File: src/rtl/debug_data_sender_pkg.sv
// rtl/debug_data_sender_pkg.sv - shared state, section and framing constants for the debug data sender
package debug_data_sender_pkg;

    typedef enum logic [2:0] {
        S_IDLE,
        S_LOAD,
        S_LATCH,
        S_SEND,
        S_WAIT_TX,
        S_DONE
    } send_state_t;

    typedef enum logic [1:0] {
        SEC_CLK,
        SEC_PC,
        SEC_REGS,
        SEC_MEM
    } section_t;

    typedef enum logic [1:0] {
        PH_HEADER,
        PH_DATA,
        PH_TRAILER
    } frame_phase_t;

    localparam logic [7:0] DEBUG_HEADER_BYTE     = 8'hA5;
    localparam int         DEFAULT_NUM_REGS      = 32;
    localparam int         DEFAULT_NUM_MEM_WORDS = 16;

    // One spare bit so a counter can reach its bound without wrapping.
    function automatic int cnt_bits(input int bound);
        return $clog2(bound) + 1;
    endfunction

endpackage

File: src/rtl/debug_data_sender_word_byte_serializer.sv
// rtl/debug_data_sender_word_byte_serializer.sv - splits a word into LSB-first bytes, qualifies tx_done, flags the last byte
module word_byte_serializer
    import debug_data_sender_pkg::*;
#(
    parameter int PROC_BITS = 32,
    parameter int UART_BITS = 8
) (
    input  logic                 clk,
    input  logic                 rst,
    input  logic                 load,
    input  logic [PROC_BITS-1:0] word,
    input  logic                 waiting,
    input  logic                 tx_done,
    output logic [UART_BITS-1:0] byte_data,
    output logic                 byte_accepted,
    output logic                 last_byte
);

    localparam int NUM_BYTES = PROC_BITS / UART_BITS;
    localparam int BCW       = cnt_bits(NUM_BYTES);

    logic [PROC_BITS-1:0] shift_q;
    logic [BCW-1:0]       byte_cnt;

    assign byte_data     = shift_q[UART_BITS-1:0];
    assign byte_accepted = waiting && tx_done;
    assign last_byte     = (byte_cnt == BCW'(NUM_BYTES - 1));

    always_ff @(posedge clk or posedge rst) begin
        if (rst) begin
            shift_q  <= '0;
            byte_cnt <= '0;
        end else if (load) begin
            shift_q  <= word;
            byte_cnt <= '0;
        end else if (byte_accepted && !last_byte) begin
            shift_q  <= shift_q >> UART_BITS;
            byte_cnt <= byte_cnt + 1'b1;
        end
    end

endmodule

File: src/rtl/debug_data_sender.sv
// rtl/debug_data_sender.sv - dumps cycle count, PC, registers and data memory to the UART
// DEBUG_SEND_FRAMING_EN adds an A5 header byte and an XOR checksum trailer byte.
module debug_data_sender
    import debug_data_sender_pkg::*;
#(
    parameter int UART_BITS        = 8,
    parameter int PROC_BITS        = 32,
    parameter int PC_BITS          = 32,
    parameter int CLK_COUNTER_BITS = 32,
    parameter int REG_ADDRS_BITS   = 5,
    parameter int DATA_ADDRS_BITS  = 5,
    parameter int NUM_REGS         = DEFAULT_NUM_REGS,
    parameter int NUM_MEM_WORDS    = DEFAULT_NUM_MEM_WORDS
) (
    input  logic                        clk,
    input  logic                        rst,
    input  logic                        i_send_start,
    input  logic [CLK_COUNTER_BITS-1:0] i_clk_count,
    input  logic [PC_BITS-1:0]          i_pc,
    output logic [REG_ADDRS_BITS-1:0]   o_reg_addr,
    input  logic [PROC_BITS-1:0]        i_reg_data,
    output logic [DATA_ADDRS_BITS-1:0]  o_mem_addr,
    input  logic [PROC_BITS-1:0]        i_mem_data,
    output logic [UART_BITS-1:0]        o_tx_data,
    output logic                        o_tx_start,
    input  logic                        i_tx_done,
    output logic                        o_send_done,
    output logic                        o_busy
);

    localparam int WCW = cnt_bits(NUM_REGS > NUM_MEM_WORDS ? NUM_REGS : NUM_MEM_WORDS);

    send_state_t                 state;
    section_t                    sec;
    section_t                    nxt_sec;
    logic [WCW-1:0]              word_cnt;
    logic [WCW-1:0]              nxt_word;
    logic                        last_word;
    logic                        last_section;
    logic [CLK_COUNTER_BITS-1:0] clk_snap;
    logic [PC_BITS-1:0]          pc_snap;
    logic [PROC_BITS-1:0]        load_word;
    logic [UART_BITS-1:0]        ser_byte;
    logic                        byte_accepted;
    logic                        last_byte;

    assign o_busy = (state != S_IDLE);

    always_comb begin
        last_word    = 1'b1;
        last_section = 1'b0;
        case (sec)
            SEC_REGS: begin
                last_word    = (word_cnt == WCW'(NUM_REGS - 1));
                last_section = (NUM_MEM_WORDS == 0);
            end
            SEC_MEM: begin
                last_word    = (word_cnt == WCW'(NUM_MEM_WORDS - 1));
                last_section = 1'b1;
            end
            default: ;
        endcase
        nxt_sec  = sec;
        nxt_word = word_cnt + 1'b1;
        if (last_word) begin
            nxt_sec  = section_t'(sec + 2'd1);
            nxt_word = '0;
        end
    end

    always_comb begin
        case (sec)
            SEC_CLK:  load_word = PROC_BITS'(clk_snap);
            SEC_PC:   load_word = PROC_BITS'(pc_snap);
            SEC_REGS: load_word = i_reg_data;
            default:  load_word = i_mem_data;
        endcase
    end

    word_byte_serializer #(
        .PROC_BITS (PROC_BITS),
        .UART_BITS (UART_BITS)
    ) u_serializer (
        .clk           (clk),
        .rst           (rst),
        .load          (state == S_LATCH),
        .word          (load_word),
        .waiting       (state == S_WAIT_TX),
        .tx_done       (i_tx_done),
        .byte_data     (ser_byte),
        .byte_accepted (byte_accepted),
        .last_byte     (last_byte)
    );

`ifdef DEBUG_SEND_FRAMING_EN
    frame_phase_t         phase;
    logic [UART_BITS-1:0] csum;

    assign o_tx_data = (phase == PH_DATA)   ? ser_byte :
                       (phase == PH_HEADER) ? UART_BITS'(DEBUG_HEADER_BYTE) : csum;
`else
    assign o_tx_data = ser_byte;
`endif

    always_ff @(posedge clk or posedge rst) begin
        if (rst) begin
            state       <= S_IDLE;
            sec         <= SEC_CLK;
            word_cnt    <= '0;
            clk_snap    <= '0;
            pc_snap     <= '0;
            o_reg_addr  <= '0;
            o_mem_addr  <= '0;
            o_tx_start  <= 1'b0;
            o_send_done <= 1'b0;
`ifdef DEBUG_SEND_FRAMING_EN
            phase       <= PH_DATA;
            csum        <= '0;
`endif
        end else begin
            o_tx_start  <= 1'b0;
            o_send_done <= 1'b0;
            case (state)
                S_IDLE: begin
                    if (i_send_start) begin
                        clk_snap <= i_clk_count;
                        pc_snap  <= i_pc;
                        sec      <= SEC_CLK;
                        word_cnt <= '0;
`ifdef DEBUG_SEND_FRAMING_EN
                        phase      <= PH_HEADER;
                        csum       <= '0;
                        o_tx_start <= 1'b1;
                        state      <= S_SEND;
`else
                        state    <= S_LOAD;
`endif
                    end
                end
                S_LOAD:  state <= S_LATCH;
                S_LATCH: begin
                    o_tx_start <= 1'b1;
                    state      <= S_SEND;
                end
                S_SEND:  state <= S_WAIT_TX;
                S_WAIT_TX: begin
                    if (byte_accepted) begin
`ifdef DEBUG_SEND_FRAMING_EN
                        if (phase == PH_DATA)
                            csum <= csum ^ ser_byte;
                        if (phase == PH_HEADER) begin
                            phase <= PH_DATA;
                            state <= S_LOAD;
                        end else if (phase == PH_TRAILER) begin
                            o_send_done <= 1'b1;
                            state       <= S_DONE;
                        end else
`endif
                        if (!last_byte) begin
                            o_tx_start <= 1'b1;
                            state      <= S_SEND;
                        end else if (!(last_word && last_section)) begin
                            sec      <= nxt_sec;
                            word_cnt <= nxt_word;
                            // Address must be valid during LOAD so data is ready in LATCH.
                            if (nxt_sec == SEC_REGS)
                                o_reg_addr <= REG_ADDRS_BITS'(nxt_word);
                            if (nxt_sec == SEC_MEM)
                                o_mem_addr <= DATA_ADDRS_BITS'(nxt_word);
                            state <= S_LOAD;
                        end else begin
`ifdef DEBUG_SEND_FRAMING_EN
                            phase      <= PH_TRAILER;
                            o_tx_start <= 1'b1;
                            state      <= S_SEND;
`else
                            o_send_done <= 1'b1;
                            state       <= S_DONE;
`endif
                        end
                    end
                end
                S_DONE:  state <= S_IDLE;
                default: state <= S_IDLE;
            endcase
        end
    end

endmodule

File: config.mk
export PLATFORM = sky130hd
export DESIGN_NAME = debug_data_sender
export DESIGN_NICKNAME = d
export VERILOG_FILES = /design/src/rtl/debug_data_sender_pkg.sv /design/src/rtl/debug_data_sender_word_byte_serializer.sv /design/src/rtl/debug_data_sender.sv
export SDC_FILE = /design/constraint.sdc
export NUM_CORES = 1
export LEC_CHECK = 0
export BUFFER_PORTS_ARGS = -buffer_cell sky130_fd_sc_hd__buf_2
export CORE_MARGIN = 4
export CORE_UTILIZATION = 58
export CTS_CLUSTER_SIZE = 16
export DETAILED_ROUTE_END_ITERATION = 8
export PLACE_DENSITY = 0.86
export SLEW_MARGIN = 40
export SYNTH_ARGS = -nofsm -noshare
export SYNTH_HDL_FRONTEND = slang
export SYNTH_SLANG_ARGS = --single-unit
File: constraint.sdc
create_clock -name clk -period 5.65 [get_ports clk]
set_input_delay 0.2825 -clock clk [delete_from_list [all_inputs] [get_ports clk]]
set_output_delay 0.2825 -clock clk [all_outputs]
set_load 0.01 [all_outputs]
## After elaboration in Yosys (flattened, before gate mapping)

Cells that the tools add are included.

- Memories kept: 0
- Bits in read-only memories: 0
- Word-level logic and storage cells: 76
- Register bits: 122
- Memory bits (writable): 0
- Bits in latches: 0

- Multiplexer cells: 31
- $mul: 0
- Eq/ne operators: 16
- Shift operators: 0
- Add/sub/neg operators: 3
- Div/mod/pow operators: 0
- Reductions and logical operators: 14
- Magnitude comparators: 0
- Bitwise operators: 1

Operator list:

| operator | count |
|---|---|
| $pmux W32 S3 | 1 |
| $mux W32 | 2 |
| $mux W6 | 5 |
| $mux W3 | 6 |
| $pmux W3 S5 | 1 |
| $reduce_and A5 Y1 | 3 |
| $pmux W6 S2 | 1 |
| $mux W2 | 5 |
| $eq A3 B2 Y1 const B | 3 |
| $eq A2 B2 Y1 const B | 4 |
| $ne A2 B2 Y1 const B | 4 |
| $mux W1 | 7 |
| $add A6 B1 Y6 const B | 1 |
| $eq A6 B4 Y1 const B | 1 |
| $eq A6 B5 Y1 const B | 1 |
| $pmux W1 S2 | 2 |
| $pmux W2 S2 | 1 |
| $reduce_and A2 Y1 | 2 |
| $reduce_bool A2 Y1 | 2 |
| $add A3 B1 Y3 const B | 1 |
| $eq A3 B1 Y1 const B | 1 |
| $eq A3 B3 Y1 const B | 1 |
| $logic_and A1 B1 Y1 | 3 |
| $logic_not A3 Y1 | 1 |
| other kinds (6) | 6 |

## Longest topological paths before layout

- Depth in word-level cells: 7
- Depth in mapped cells: 10

## Hierarchy

From an unflattened synthesis, not the netlist that was laid out.

- Cell total of the unflattened synthesis: 698
- Area, all modules: 6164.7 um^2

By module, submodules not included:

| module | cells each | area an instance (um^2) | times used |
|---|---|---|---|
| debug_data_sender | 508 | 4471.8 | 1 |
| word_byte_serializer | 190 | 1692.9 | 1 |

## Least setup slack after synthesis

OpenSTA, ideal clock, no wires.

- Path type: flip-flop to flip-flop
- Start: reg sec[0]
- End: reg o_reg_addr[1]
- Setup time: 0.134 ns
- Clock period less this slack: 2.220 ns
- Stages on the path, launching flop included: 10
- Arrival: 2.086 ns
- Slack: 3.430 ns
- Buffers on the path: 2
- Required time: 5.516 ns
- Cell sequence: dfrtp_1 -> clkbuf_1 -> inv_1 -> ha_1 -> clkbuf_1 -> nor2_1 -> a21o_1 -> or3_1 -> a22oi_2 -> o22ai_1

- Word-level cells in the longest chain between the ends: 5
- Elaborated cells on any way between the ends: 11
- Classes of those cells: add/sub (1); eq/ne (3); mux (4); bitwise (1); reduce/logical (2)

Ends and longest elaborated chain:

| element | RTL line | source |
|---|---|---|
| from (decl) | debug_data_sender.sv:34 | `section_t sec;` |
| from (signal assigned) | debug_data_sender.sv:163 | `sec <= nxt_sec;` |
| $eq A2 B2 Y1 | debug_data_sender.sv:52 | `case (sec)` |
| $pmux W1 S2 / $mux W1 (equally long branches) | debug_data_sender.sv:52 |  |
| $mux W2 / $logic_and A1 B1 Y1 (equally long branches) | debug_data_sender.sv:65, debug_data_sender.sv:162 |  |
| $eq A2 B2 Y1 / $not A1 Y1 (equally long branches) | - |  |
| $reduce_and A5 Y1 (no source line) | - |  |
| to (signal assigned) | debug_data_sender.sv:167 | `o_reg_addr <= REG_ADDRS_BITS'(nxt_word);` |
| to (decl) | debug_data_sender.sv:20 | `output logic [REG_ADDRS_BITS-1:0] o_reg_addr,` |

Parallel ways exist; a longest one is shown, timed or not.
A chain may end at the register's enable or synchronous reset.

## Final worst setup path

Ends and elaborated chain as after synthesis.

==> impl_metrics.env <==
export IMPL_min_path_type="primary input to flip-flop"
export IMPL_slowest_delay_ns=0.54
export IMPL_relSlewSlack_pct=51.1
export IMPL_synth_most_common_cell="dfrtp_1"
export IMPL_synth_top_area_cell="dfrtp_1"
export IMPL_synth_edff_count=0
export IMPL_maxCapViolations=0
export IMPL_die_area_um2=12100
export IMPL_async_flop_share_pct=100
export IMPL_skew_ns=0.00856
export IMPL_ir_worst_vdd_uv=295
export IMPL_fin_crit_ns=2.89
export IMPL_synthToLayoutAreaGrowth_pct=29.8
export IMPL_netlist_area_um2=6030
export IMPL_cpLargestDelayFamily="compound AO/OA/AOI/OAI gates"
export IMPL_netlist_instances=560
export IMPL_ys_ff_latch=122
export IMPL_grt_pass1_vias=5449
export IMPL_setup_tns_ns=0
export IMPL_syn_num_nets=699
export IMPL_core_area_um2=9950
export IMPL_first_pass_iters=6
export IMPL_finalSetupViolCount=0
export IMPL_p_leak_uw=0.00360
export IMPL_row_count=36
export IMPL_via_per_inst=6.05
export IMPL_gp_congestion=0.827
export IMPL_fin_crit_sh_pct=51.1
export IMPL_final_net_count=878
export IMPL_design_area_um2=7820
export IMPL_grt_pass1_wl_um=27200
export IMPL_rrSetupSlack_ns=2.76
export IMPL_finalPower_uw=3640
export IMPL_wl_um=17400
export IMPL_drive_gt1_share_pct=35.4
export IMPL_final_max_slew_viol_count=0
export IMPL_ys_warn_count=0
export IMPL_post_route_drc_count=0
export IMPL_fill_cells=600
export IMPL_hp_start="i_pc[19]"
export IMPL_wl_per_cell_um=19.6
export IMPL_fmax_mhz=346
export IMPL_grt_total_usage_pct=29.8
export IMPL_place_area_um2=6780
export IMPL_worstPathArrival_ns=3.28
export IMPL_crit_fanout=34
export IMPL_reg2regPathDepth=8
export IMPL_cp_required_ns=6.04
export IMPL_ys_seq_area_share_pct=50.7
export IMPL_cts_tree="yes"
export IMPL_crit_type="flip-flop to flip-flop"
export IMPL_root_buffer="clkbuf_8"
export IMPL_drtIter0Drc=537
export IMPL_antenna_found_initial=1
export IMPL_worst_setup_path_end_kind="flip-flop"
export IMPL_finalHoldViolCount=0
export IMPL_critical_path_slowest_cell="dfrtp_1"
export IMPL_die_x_um=110
export IMPL_hold_depth=2
export IMPL_start_util_pct=60.5
export IMPL_multi_input_area_um2=2590
export IMPL_h_tree_depth=4
export IMPL_cts_setup_buffers=0
export IMPL_ant_nets=0
export IMPL_worstMarginPinSlew_ns=0.734
export IMPL_cts_sinks=122
export IMPL_hpwl_um=10700
export IMPL_clk_pin_slew_ns=0.06
export IMPL_vias=5371
export IMPL_synth_ff_type="dfrtp_1"
export IMPL_fp_dieH_um=110
export IMPL_r2r_start="sec[0]"
export IMPL_status="finished clean"
export IMPL_post_synth_cell_area_avg_um2=10.8
export IMPL_cts_buffer_depth=2
export IMPL_io_pins=153
export IMPL_clk_latency_ns=0.52
export IMPL_grt_overflow_total=0
export IMPL_yosys_top_cells_area="dfrtp_1 (51%), mux2_2 (12%), a222oi_1 (5.3%)"
export IMPL_power_density_nw_per_um2=465
export IMPL_cp_buffers_inverters=2
export IMPL_grt_max_degree=66
export IMPL_path_cells="inv_1 > ha_1 > buf_4 > nor2_1 > a21o_1 > or3_1 > a22oi_2 > o22ai_1"
export IMPL_setup_slack_ns=2.76
export IMPL_hold_end="pc_snap[19]"
export IMPL_synth_top_area_share_pct=50.7
export IMPL_place_ws_ns=2.80
export IMPL_rsz0062_at_grt="false"
export IMPL_cp_start_kind="flip-flop"
export IMPL_cts_inserted_buffers=17
export IMPL_io_buffer_count=152
export IMPL_synth_common_cells="dfrtp_1 (122), mux2_2 (64), nand2_1 (64)"
export IMPL_seq_area_um2=3050
export IMPL_yosys_cell_types_count=44
export IMPL_r2r_end="o_reg_addr[1]"
[layer usage]
| metal | vias up | track usage, % | wire (um) |
|---|---|---|---|
| met5 | - | 0 | 0 |
| met4 | 0 | 15.2 | 652 |
| met3 | 71 | 7.87 | 1370 |
| met2 | 296 | 49.6 | 8970 |
| met1 | 2636 | 35.5 | 6420 |
| li1 | 2368 | - | - |
[repair_timing]
action                    4_1_cts  5_1_grt
resized for setup               0        0
hold endpoints to repair      107        0
hold buffers                   47        0
[power by group]
group | leakage, uW | switching, uW | internal (uW) | total (uW)
Clock | 0.000279 | 377 | 659 | 1040
Combinational | 0.00186 | 532 | 575 | 1110
Sequential | 0.00146 | 245 | 1250 | 1500
[cell type report]
class | instances | area share, %
Inverter | 37 | 1.81
Timing Repair Buffer | 207 | 16.7
Multi-Input combinational cell | 354 | 33.1
Sequential cell | 122 | 39.0
Clock inverter | 8 | 1.18
Tap cell | 133 | 2.13
Clock buffer | 24 | 6.01
Antenna cell | 3 | 0.0960
[stage by stage]
step                hold WS [ns]  instances  utilization [%]
floorplan                  0.432        560                -
global placement           0.455        804             67.7
detailed placement         0.466        806             68.1
CTS                     0.000258        885             78.5
global route             0.00290        886             78.5
finish                   0.00450        888             78.6
[logic make-up (layout without fill, tap and decap cells)]
| logic type | Yosys count | count (layout) | synth area share (%) |
|---|---|---|---|
| flip-flops | 122 | 122 | 50.7 |
| buffers and inverters | 84 | 276 | 6.87 |
| other | 0 | 3 | 0 |
| XOR/XNOR | 6 | 6 | 0.872 |
| adder cells (fa/ha/maj) | 7 | 7 | 1.45 |
| multiplexers | 89 | 89 | 16.1 |
| AND/OR/NAND/NOR | 138 | 138 | 10.1 |
| AO/OA/AOI/OAI | 114 | 114 | 14.0 |
[worst max-delay path by stage]
stage / start / to / slack [ns] / depth (start not counted)
5_1_grt: sec[0] / o_reg_addr[3] / 2.58 / 8
3_5_place_dp: sec[0] / o_reg_addr[1] / 2.80 / 8
2_1_floorplan: rst / clk_snap[0] / 2.12 / 1
6_report: sec[0] / o_reg_addr[1] / 2.76 / 8
4_1_cts: sec[0] / o_reg_addr[1] / 2.79 / 8
3_3_place_gp: sec[0] / o_reg_addr[1] / 2.69 / 6
[sequential cells by signal (all words and copies together), names as in the netlist, 2 cells and up]
| register | cells |
|---|---|
| word_cnt | 6 |
| state | 3 |
| o_reg_addr | 5 |
| clk_snap | 32 |
| u_serializer.shift_q | 32 |
| sec | 2 |
| u_serializer.byte_cnt | 3 |
| pc_snap | 32 |
| o_mem_addr | 5 |
[cells in the final DEF, fill, tap and decap left out, types with 2 or more instances in the layout]
master | Yosys | layout
buf_2 | 1 | 152
dfrtp_1 | 122 | 122
mux2_2 | 64 | 64
nand2_1 | 64 | 63
dlygate4sd3_1 | 0 | 47
nor2_1 | 41 | 40
inv_1 | 37 | 36
a222oi_1 | 32 | 32
mux2i_1 | 25 | 25
a31oi_1 | 25 | 25
o21ai_0 | 25 | 25
clkbuf_16 | 0 | 16
nand3_1 | 15 | 15
a21oi_1 | 9 | 9
o22ai_1 | 7 | 7
ha_1 | 7 | 6
clkinv_2 | 0 | 5
buf_4 | 12 | 5
nor3_1 | 4 | 4
a22o_1 | 4 | 4
clkbuf_8 | 0 | 4
clkbuf_1 | 23 | 4
diode_2 | 0 | 3
xor2_1 | 3 | 3
xnor2_1 | 3 | 3
or3_1 | 2 | 2
nor2b_1 | 2 | 2
a211oi_1 | 2 | 2
o31ai_1 | 2 | 2
bufinv_16 | 0 | 2
buf_6 | 7 | 2
(Power assumes the default switching activity.)
